[src/rtl/hlc_event_queue_if.sv]
// Input/event bus of the RTLola monitor front-end: producer-side samples in,
// LLC-side timestamped events and queue status out.
interface hlc_event_queue_if #(
  parameter int unsigned NUM_IN  = 3,
  parameter int unsigned DATA_W  = 64,
  parameter int unsigned DEPTH   = 8,
  parameter int unsigned STAGE_W = 64,
  parameter int unsigned TIME_W  = 64
);
  localparam int unsigned LANE_W = NUM_IN * DATA_W;
  localparam int unsigned FILL_W = $clog2(DEPTH) + 1;

  logic                en;
  logic [LANE_W-1:0]   in_data;
  logic [NUM_IN-1:0]   in_new;

  logic                evt_valid;
  logic [LANE_W-1:0]   evt_data;
  logic [NUM_IN-1:0]   evt_new;
  logic                evt_periodic;
  logic [TIME_W-1:0]   evt_time;
  logic [STAGE_W-1:0]  llc_stage;
  logic [FILL_W-1:0]   fill_level;
  logic                overflow;
  logic [15:0]         drop_cnt;

  modport master (
    output en, in_data, in_new,
    input  evt_valid, evt_data, evt_new, evt_periodic, evt_time,
           llc_stage, fill_level, overflow, drop_cnt
  );

  modport slave (
    input  en, in_data, in_new,
    output evt_valid, evt_data, evt_new, evt_periodic, evt_time,
           llc_stage, fill_level, overflow, drop_cnt
  );
endinterface

[src/rtl/hlc_event_queue.sv]
// Monitor input front-end: samples input streams plus a periodic tick into
// timestamped events, queues them and releases one per LLC round at stage 0.
module hlc_event_queue #(
  parameter int unsigned NUM_IN  = 3,
  parameter int unsigned DATA_W  = 64,
  parameter int unsigned DEPTH   = 8,
  parameter int unsigned STAGES  = 5,
  parameter int unsigned STAGE_W = 64,
  parameter int unsigned TIME_W  = 64,
  parameter int unsigned PERIOD  = 500
) (
  input logic               clk,
  input logic               rst,
  hlc_event_queue_if.slave  bus
);
  localparam int unsigned LANE_W = NUM_IN * DATA_W;
  localparam int unsigned PTR_W  = $clog2(DEPTH);
  localparam int unsigned FILL_W = PTR_W + 1;
  localparam int unsigned PER_W  = (PERIOD > 1) ? $clog2(PERIOD) : 1;
  localparam logic [STAGE_W-1:0] LAST_STAGE = STAGE_W'(STAGES - 1);
  localparam logic [PER_W-1:0]   LAST_COUNT = PER_W'(PERIOD - 1);
  localparam logic [FILL_W-1:0]  FULL_COUNT = FILL_W'(DEPTH);

  // Free-running counters
  logic [TIME_W-1:0]  time_cnt;
  logic [PER_W-1:0]   per_cnt;
  logic [STAGE_W-1:0] stage_q;

  // Queue storage and bookkeeping
  logic [TIME_W-1:0]  mem_time [DEPTH];
  logic [NUM_IN-1:0]  mem_new  [DEPTH];
  logic [LANE_W-1:0]  mem_data [DEPTH];
  logic               mem_tick [DEPTH];
  logic [PTR_W-1:0]   wr_ptr;
  logic [PTR_W-1:0]   rd_ptr;
  logic [FILL_W-1:0]  count;

  // Registered event outputs
  logic               evt_valid_q;
  logic [LANE_W-1:0]  evt_data_q;
  logic [NUM_IN-1:0]  evt_new_q;
  logic               evt_periodic_q;
  logic [TIME_W-1:0]  evt_time_q;
  logic               overflow_q;
  logic [15:0]        drop_cnt_q;

  logic               tick_c;
  logic               last_stage_c;
  logic               push_req_c;
  logic               pop_c;
  logic               full_c;
  logic               wr_en_c;
  logic               drop_c;
  logic [LANE_W-1:0]  masked_c;

  // Lanes without a new flag are stored as zero
  always_comb begin
    masked_c = '0;
    for (int i = 0; i < NUM_IN; i++) begin
      if (bus.in_new[i]) begin
        masked_c[i*DATA_W +: DATA_W] = bus.in_data[i*DATA_W +: DATA_W];
      end
    end
  end

  // A full queue still accepts a push when the same edge pops the head
  always_comb begin
    tick_c       = (PERIOD != 0) && (per_cnt == LAST_COUNT);
    last_stage_c = (stage_q == LAST_STAGE);
    push_req_c   = bus.en && ((|bus.in_new) || tick_c);
    pop_c        = bus.en && last_stage_c && (count != '0);
    full_c       = (count == FULL_COUNT);
    wr_en_c      = push_req_c && (!full_c || pop_c);
    drop_c       = push_req_c && full_c && !pop_c;
  end

  // Storage has no reset; validity is tracked by the pointers
  always_ff @(posedge clk) begin
    if (wr_en_c) begin
      mem_time[wr_ptr] <= time_cnt;
      mem_new[wr_ptr]  <= bus.in_new;
      mem_data[wr_ptr] <= masked_c;
      mem_tick[wr_ptr] <= tick_c;
    end
  end

  always_ff @(posedge clk or posedge rst) begin
    if (rst) begin
      time_cnt       <= '0;
      per_cnt        <= '0;
      stage_q        <= '0;
      wr_ptr         <= '0;
      rd_ptr         <= '0;
      count          <= '0;
      evt_valid_q    <= 1'b0;
      evt_data_q     <= '0;
      evt_new_q      <= '0;
      evt_periodic_q <= 1'b0;
      evt_time_q     <= '0;
      overflow_q     <= 1'b0;
      drop_cnt_q     <= '0;
    end else if (bus.en) begin
      time_cnt <= time_cnt + TIME_W'(1);
      stage_q  <= last_stage_c ? '0 : stage_q + STAGE_W'(1);
      per_cnt  <= ((PERIOD == 0) || tick_c) ? '0 : per_cnt + PER_W'(1);

      if (wr_en_c) wr_ptr <= wr_ptr + PTR_W'(1);
      if (pop_c)   rd_ptr <= rd_ptr + PTR_W'(1);
      count <= count + FILL_W'(wr_en_c) - FILL_W'(pop_c);

      if (drop_c) begin
        overflow_q <= 1'b1;
        if (drop_cnt_q != 16'hFFFF) drop_cnt_q <= drop_cnt_q + 16'd1;
      end

      // Payload is loaded only on a pop and otherwise held for the LLC
      evt_valid_q <= pop_c;
      if (pop_c) begin
        evt_data_q     <= mem_data[rd_ptr];
        evt_new_q      <= mem_new[rd_ptr];
        evt_periodic_q <= mem_tick[rd_ptr];
        evt_time_q     <= mem_time[rd_ptr];
      end
    end
  end

  assign bus.evt_valid    = evt_valid_q;
  assign bus.evt_data     = evt_data_q;
  assign bus.evt_new      = evt_new_q;
  assign bus.evt_periodic = evt_periodic_q;
  assign bus.evt_time     = evt_time_q;
  assign bus.llc_stage    = stage_q;
  assign bus.fill_level   = count;
  assign bus.overflow     = overflow_q;
  assign bus.drop_cnt     = drop_cnt_q;
endmodule

[src/flat_wrapper.sv]
// flat-port wrapper written by rule: the top's interface ports become plain ports
module hlc_event_queue_flat 
#(
  parameter int unsigned NUM_IN  = 3,
  parameter int unsigned DATA_W  = 64,
  parameter int unsigned DEPTH   = 8,
  parameter int unsigned STAGES  = 5,
  parameter int unsigned STAGE_W = 64,
  parameter int unsigned TIME_W  = 64,
  parameter int unsigned PERIOD  = 500
)
  (clk, rst, bus_en, bus_in_data, bus_in_new, bus_evt_valid, bus_evt_data, bus_evt_new, bus_evt_periodic, bus_evt_time, bus_llc_stage, bus_fill_level, bus_overflow, bus_drop_cnt);
  hlc_event_queue_if #(.NUM_IN(NUM_IN), .DATA_W(DATA_W), .DEPTH(DEPTH), .STAGE_W(STAGE_W), .TIME_W(TIME_W)) bus_i ();
  input logic clk;
  input logic rst;
  input wire logic [$bits(bus_i.en)-1:0] bus_en;
  input wire logic [$bits(bus_i.in_data)-1:0] bus_in_data;
  input wire logic [$bits(bus_i.in_new)-1:0] bus_in_new;
  output wire logic [$bits(bus_i.evt_valid)-1:0] bus_evt_valid;
  output wire logic [$bits(bus_i.evt_data)-1:0] bus_evt_data;
  output wire logic [$bits(bus_i.evt_new)-1:0] bus_evt_new;
  output wire logic [$bits(bus_i.evt_periodic)-1:0] bus_evt_periodic;
  output wire logic [$bits(bus_i.evt_time)-1:0] bus_evt_time;
  output wire logic [$bits(bus_i.llc_stage)-1:0] bus_llc_stage;
  output wire logic [$bits(bus_i.fill_level)-1:0] bus_fill_level;
  output wire logic [$bits(bus_i.overflow)-1:0] bus_overflow;
  output wire logic [$bits(bus_i.drop_cnt)-1:0] bus_drop_cnt;
  assign bus_i.en = bus_en;
  assign bus_i.in_data = bus_in_data;
  assign bus_i.in_new = bus_in_new;
  assign bus_evt_valid = bus_i.evt_valid;
  assign bus_evt_data = bus_i.evt_data;
  assign bus_evt_new = bus_i.evt_new;
  assign bus_evt_periodic = bus_i.evt_periodic;
  assign bus_evt_time = bus_i.evt_time;
  assign bus_llc_stage = bus_i.llc_stage;
  assign bus_fill_level = bus_i.fill_level;
  assign bus_overflow = bus_i.overflow;
  assign bus_drop_cnt = bus_i.drop_cnt;
  hlc_event_queue #(.NUM_IN(NUM_IN), .DATA_W(DATA_W), .DEPTH(DEPTH), .STAGES(STAGES), .STAGE_W(STAGE_W), .TIME_W(TIME_W), .PERIOD(PERIOD)) u_core (.clk(clk), .rst(rst), .bus(bus_i));
endmodule
[config.mk]
export PLATFORM = sky130hd
export DESIGN_NAME = hlc_event_queue_flat
export DESIGN_NICKNAME = d
export VERILOG_FILES = /design/src/rtl/hlc_event_queue_if.sv /design/src/rtl/hlc_event_queue.sv /design/src/flat_wrapper.sv
export SDC_FILE = /design/constraint.sdc
export NUM_CORES = 2
export LEC_CHECK = 0
export ABC_AREA = 0
export CAP_MARGIN = 10
export CORE_ASPECT_RATIO = 0.5
export CORE_MARGIN = 5
export CORE_UTILIZATION = 40
export DETAILED_ROUTE_END_ITERATION = 7
export GPL_ROUTABILITY_DRIVEN = 0
export MAX_ROUTING_LAYER = met4
export PLACE_DENSITY = 0.6
export SYNTH_ARGS = -nofsm -noshare
export SYNTH_HDL_FRONTEND = slang
export SYNTH_SLANG_ARGS = --single-unit
[constraint.sdc]
create_clock -name clk -period 75.6 [get_ports clk]
set_input_delay 22.68 -clock clk [delete_from_list [all_inputs] [get_ports clk]]
set_output_delay 22.68 -clock clk [all_outputs]
set_load 0.03 [all_outputs]
==> impl_metrics.tcl <==
set metrics [dict create \
    core_um2 239000 \
    cts.sinks 2505 \
    die_w_um 702 \
    finClkSkew_ns 0.0887 \
    yosysMostFrequentCell "edfxtp_1" \
    grt_usage_pct 18.2 \
    critPathMaxFanout 52 \
    met2_length_um 119000 \
    drive_gt1_share_pct 16.7 \
    syn_avg_cell_area_um2 19.9 \
    die_h_um 356 \
    yosys.area_share.xor_xnor_pct 1.35 \
    synth_cell_types 49 \
    grt_pass1_wl_um 331000 \
    fillers 19900 \
    vias 46200 \
    setup_viol 0 \
    synth_cells 4810 \
    r2r-start "u_core.bus.llc_stage[0]$_DFFE_PP0P_" \
    dp_worst_setup_slack_ns 47.38 \
    synth_top_area_share_pct 65.2 \
    finish.utilization_pct 46.9 \
    grt_pass1_vias 49300 \
    fin_cells 8845 \
    synth_edf_count 2080 \
    holdPathEnd "u_core.bus.evt_time[51]$_DFFE_PP0P_" \
    crit_path_end_kind "register" \
    vias_per_cell 5.22 \
    cts_resized 0 \
    rsz0062_at_grt "false" \
    setup_tns_ns 0 \
    yosysTopAreaCell "edfxtp_1" \
    relSlewSlack_pct 25.6 \
    outcome "finished clean" \
    power_frac_comb_pct 7.9 \
    peakVddDrop_mv 0.0197 \
    synth_compound_area_share_pct 1.53 \
    num_io_pins 544 \
    synthMuxAreaShare_pct 15.0 \
    r2r_end "u_core.mem_time[7][16]$_DFFE_PP_" \
    powerDensity_nw_per_um2 27.6 \
    wl_met3_um 8610 \
    synthSimpleGateAreaFrac_pct 4.32 \
    p_leak_nw 36.3 \
    wl_met1_um 89300 \
    grt_max_degree 213 \
    hold_viol_final 0 \
    row_count 127 \
    setup_ws_ns 48.37 \
    cts_tree "done" \
    synth.ff_latch_count 2505 \
    area_delta_synth_final_pct 17.1 \
    synth_adder_area_share_pct 0.191 \
    hold_buffers 0 \
    start_util_pct 40.1 \
    root_buffer "clkbuf_16" \
    antenna_found_initial 16 \
    portBuffers 543 \
    wl_um 224000 \
    post_cts_buffers 0 \
    synth_fp_nets 5022 \
    dr.pass1.iters 7 \
    drv_cap 0 \
    hold_path_class "reg2reg" \
    drv_slew 0 \
    async_flop_share_pct 17.0 \
    placed_cells 8414 \
    ys.flop_type "edfxtp_1" \
    cts_buffer_depth 4 \
    p_int_mw 2.38 \
    reg2reg_slack_ns 69.36 \
    cts_inserted_buffers 226 \
    clkTransAtPathRegs_ns 0.06 \
    highest-signal-layer "met4" \
    ant_nets 0 \
    switching_share_pct 22.9 \
    drc 0 \
    wl_per_cell_um 25.3 \
    synth_seq_area_share_pct 76.3 \
    grt_overflow_total 0 \
    cts.htree.levels 4 \
    syn-cell-area_um2 95800 \
    fin_crit_ns 27.23 \
    tightest_slew_ns 1.11 \
    drt_iter0_drc 3172 \
    yosysWarnings 0 \
    worstPathArrival_ns 27.67 \
    p_switching_uw 706 \
    hpwlAfterDp_um 129000 \
    path_class "in2reg" \
    worstPathRequired_ns 76.04 \
    finalCritPeriodShare_pct 36.0 \
    insertion_delay_ns 0.88 \
    synth_common_cells "edfxtp_1, mux4_2, dfrtp_1" \
    synth_area_leaders "edfxtp_1, mux4_2, dfrtp_1" \
    worstSetupStartpointType "input port" \
    hold_depth 2 \
    max_freq_mhz 36.7 \
    die_area_um2 250000 \
    ff2ff_path_depth 12 \
    hold_start "u_core.bus.evt_time[51]$_DFFE_PP0P_" \
    synth_top_family_by_area "multiplexers" \
    nets 5629 \
    clockPowerShare_pct 36.8 \
    seqPwrFrac_pct 55.3 \
]
-- registers in the layout, indices dropped and copies added, names as in the netlist, 4 cells and up --
register               flops
u_core.mem_data         1536
u_core.mem_time          512
u_core.bus.evt_data      192
u_core.bus.evt_time       64
u_core.bus.llc_stage      64
u_core.time_cnt           64
u_core.mem_new            24
u_core.bus.drop_cnt       16
u_core.per_cnt             9
u_core.mem_tick            8
u_core.bus.fill_level      4
-- cells in the final DEF (no fill, tap or decap), drive strengths merged, types with 47 or more instances in the layout --
master            n
and2            202
buf              73
clkbuf          301
clkdlybuf4s50   540
clkinv           88
dfrtp           425
edfxtp         2080
mux2i           261
mux4            520
nand2           349
nand3            47
nor2             58
o21ai           270
xnor2            97
xor2             51
-- per-layer routing --
layer	up-vias	GRT usage, %
met5	-	-
met4	0	5.26
met3	335	2.48
met2	925	31.9
met1	24600	22.2
li1	20300	-
-- power by group through the flow --
stage               clock network [mW]  logic (mW)  registers [mW]
global route                      1.23       0.262            1.72
global placement                     0       0.248            1.73
CTS                               1.16       0.252            1.71
detailed placement                   0       0.252            1.74
finish                            1.14       0.243            1.71
floorplan                            0       0.131            1.82
-- critical path: stages --
cell	delay, ns
clkdlybuf4s50_1	0.46
buf_4	0.31
a21boi_1	0.38
and2_1	0.38
o21ai_2	0.21
nor4_2	0.19
buf_4	0.61
buf_4	0.80
buf_4	0.86
buf_4	0.68
-- layout make-up --
class	count	area, µm²	share of cell area [%]
Sequential cell	2505	73100	65.2
Multi-Input combinational cell	2049	21500	19.2
Clock buffer	301	6170	5.50
Timing Repair Buffer	613	6100	5.44
Tap cell	3225	4040	3.60
Clock inverter	114	1080	0.965
Inverter	22	90.1	0.0803
Antenna cell	16	40.0	0.0357
-- per-stage QoR --
| stage | hold WS (ns) | area (µm²) | total power, mW |
|---|---|---|---|
| finish | 0.486 | 112000 | 3.09 |
| global placement | 0.474 | 105000 | 1.98 |
| detailed placement | 0.471 | 105000 | 1.99 |
| CTS | 0.489 | 112000 | 3.13 |
| global route | 0.509 | 112000 | 3.21 |
| floorplan | 0.483 | 95800 | 1.95 |
-- kinds of logic after synthesis --
kind of cell,after synthesis
compound gates,285
mux,785
buf+inv,256
fa+ha+maj,14
flops,2505
xor+xnor,148
simple gates,817
-- how the worst max path moves through the flow --
stage / from / endpoint / slack (ns) / cells after the start
2_1_floorplan: bus_en / u_core.mem_data[0][0]$_DFFE_PP_ / 26.41 / 5
3_3_place_gp: bus_en / u_core.mem_data[0][168]$_DFFE_PP_ / 47.41 / 10
3_5_place_dp: bus_en / u_core.mem_data[0][171]$_DFFE_PP_ / 47.38 / 10
4_1_cts: bus_en / u_core.mem_data[0][78]$_DFFE_PP_ / 48.23 / 10
5_1_grt: bus_en / u_core.mem_data[0][78]$_DFFE_PP_ / 48.12 / 10
6_report: bus_en / u_core.mem_data[0][78]$_DFFE_PP_ / 48.37 / 10
No activity file was read; power rests on OpenSTA's default activity.
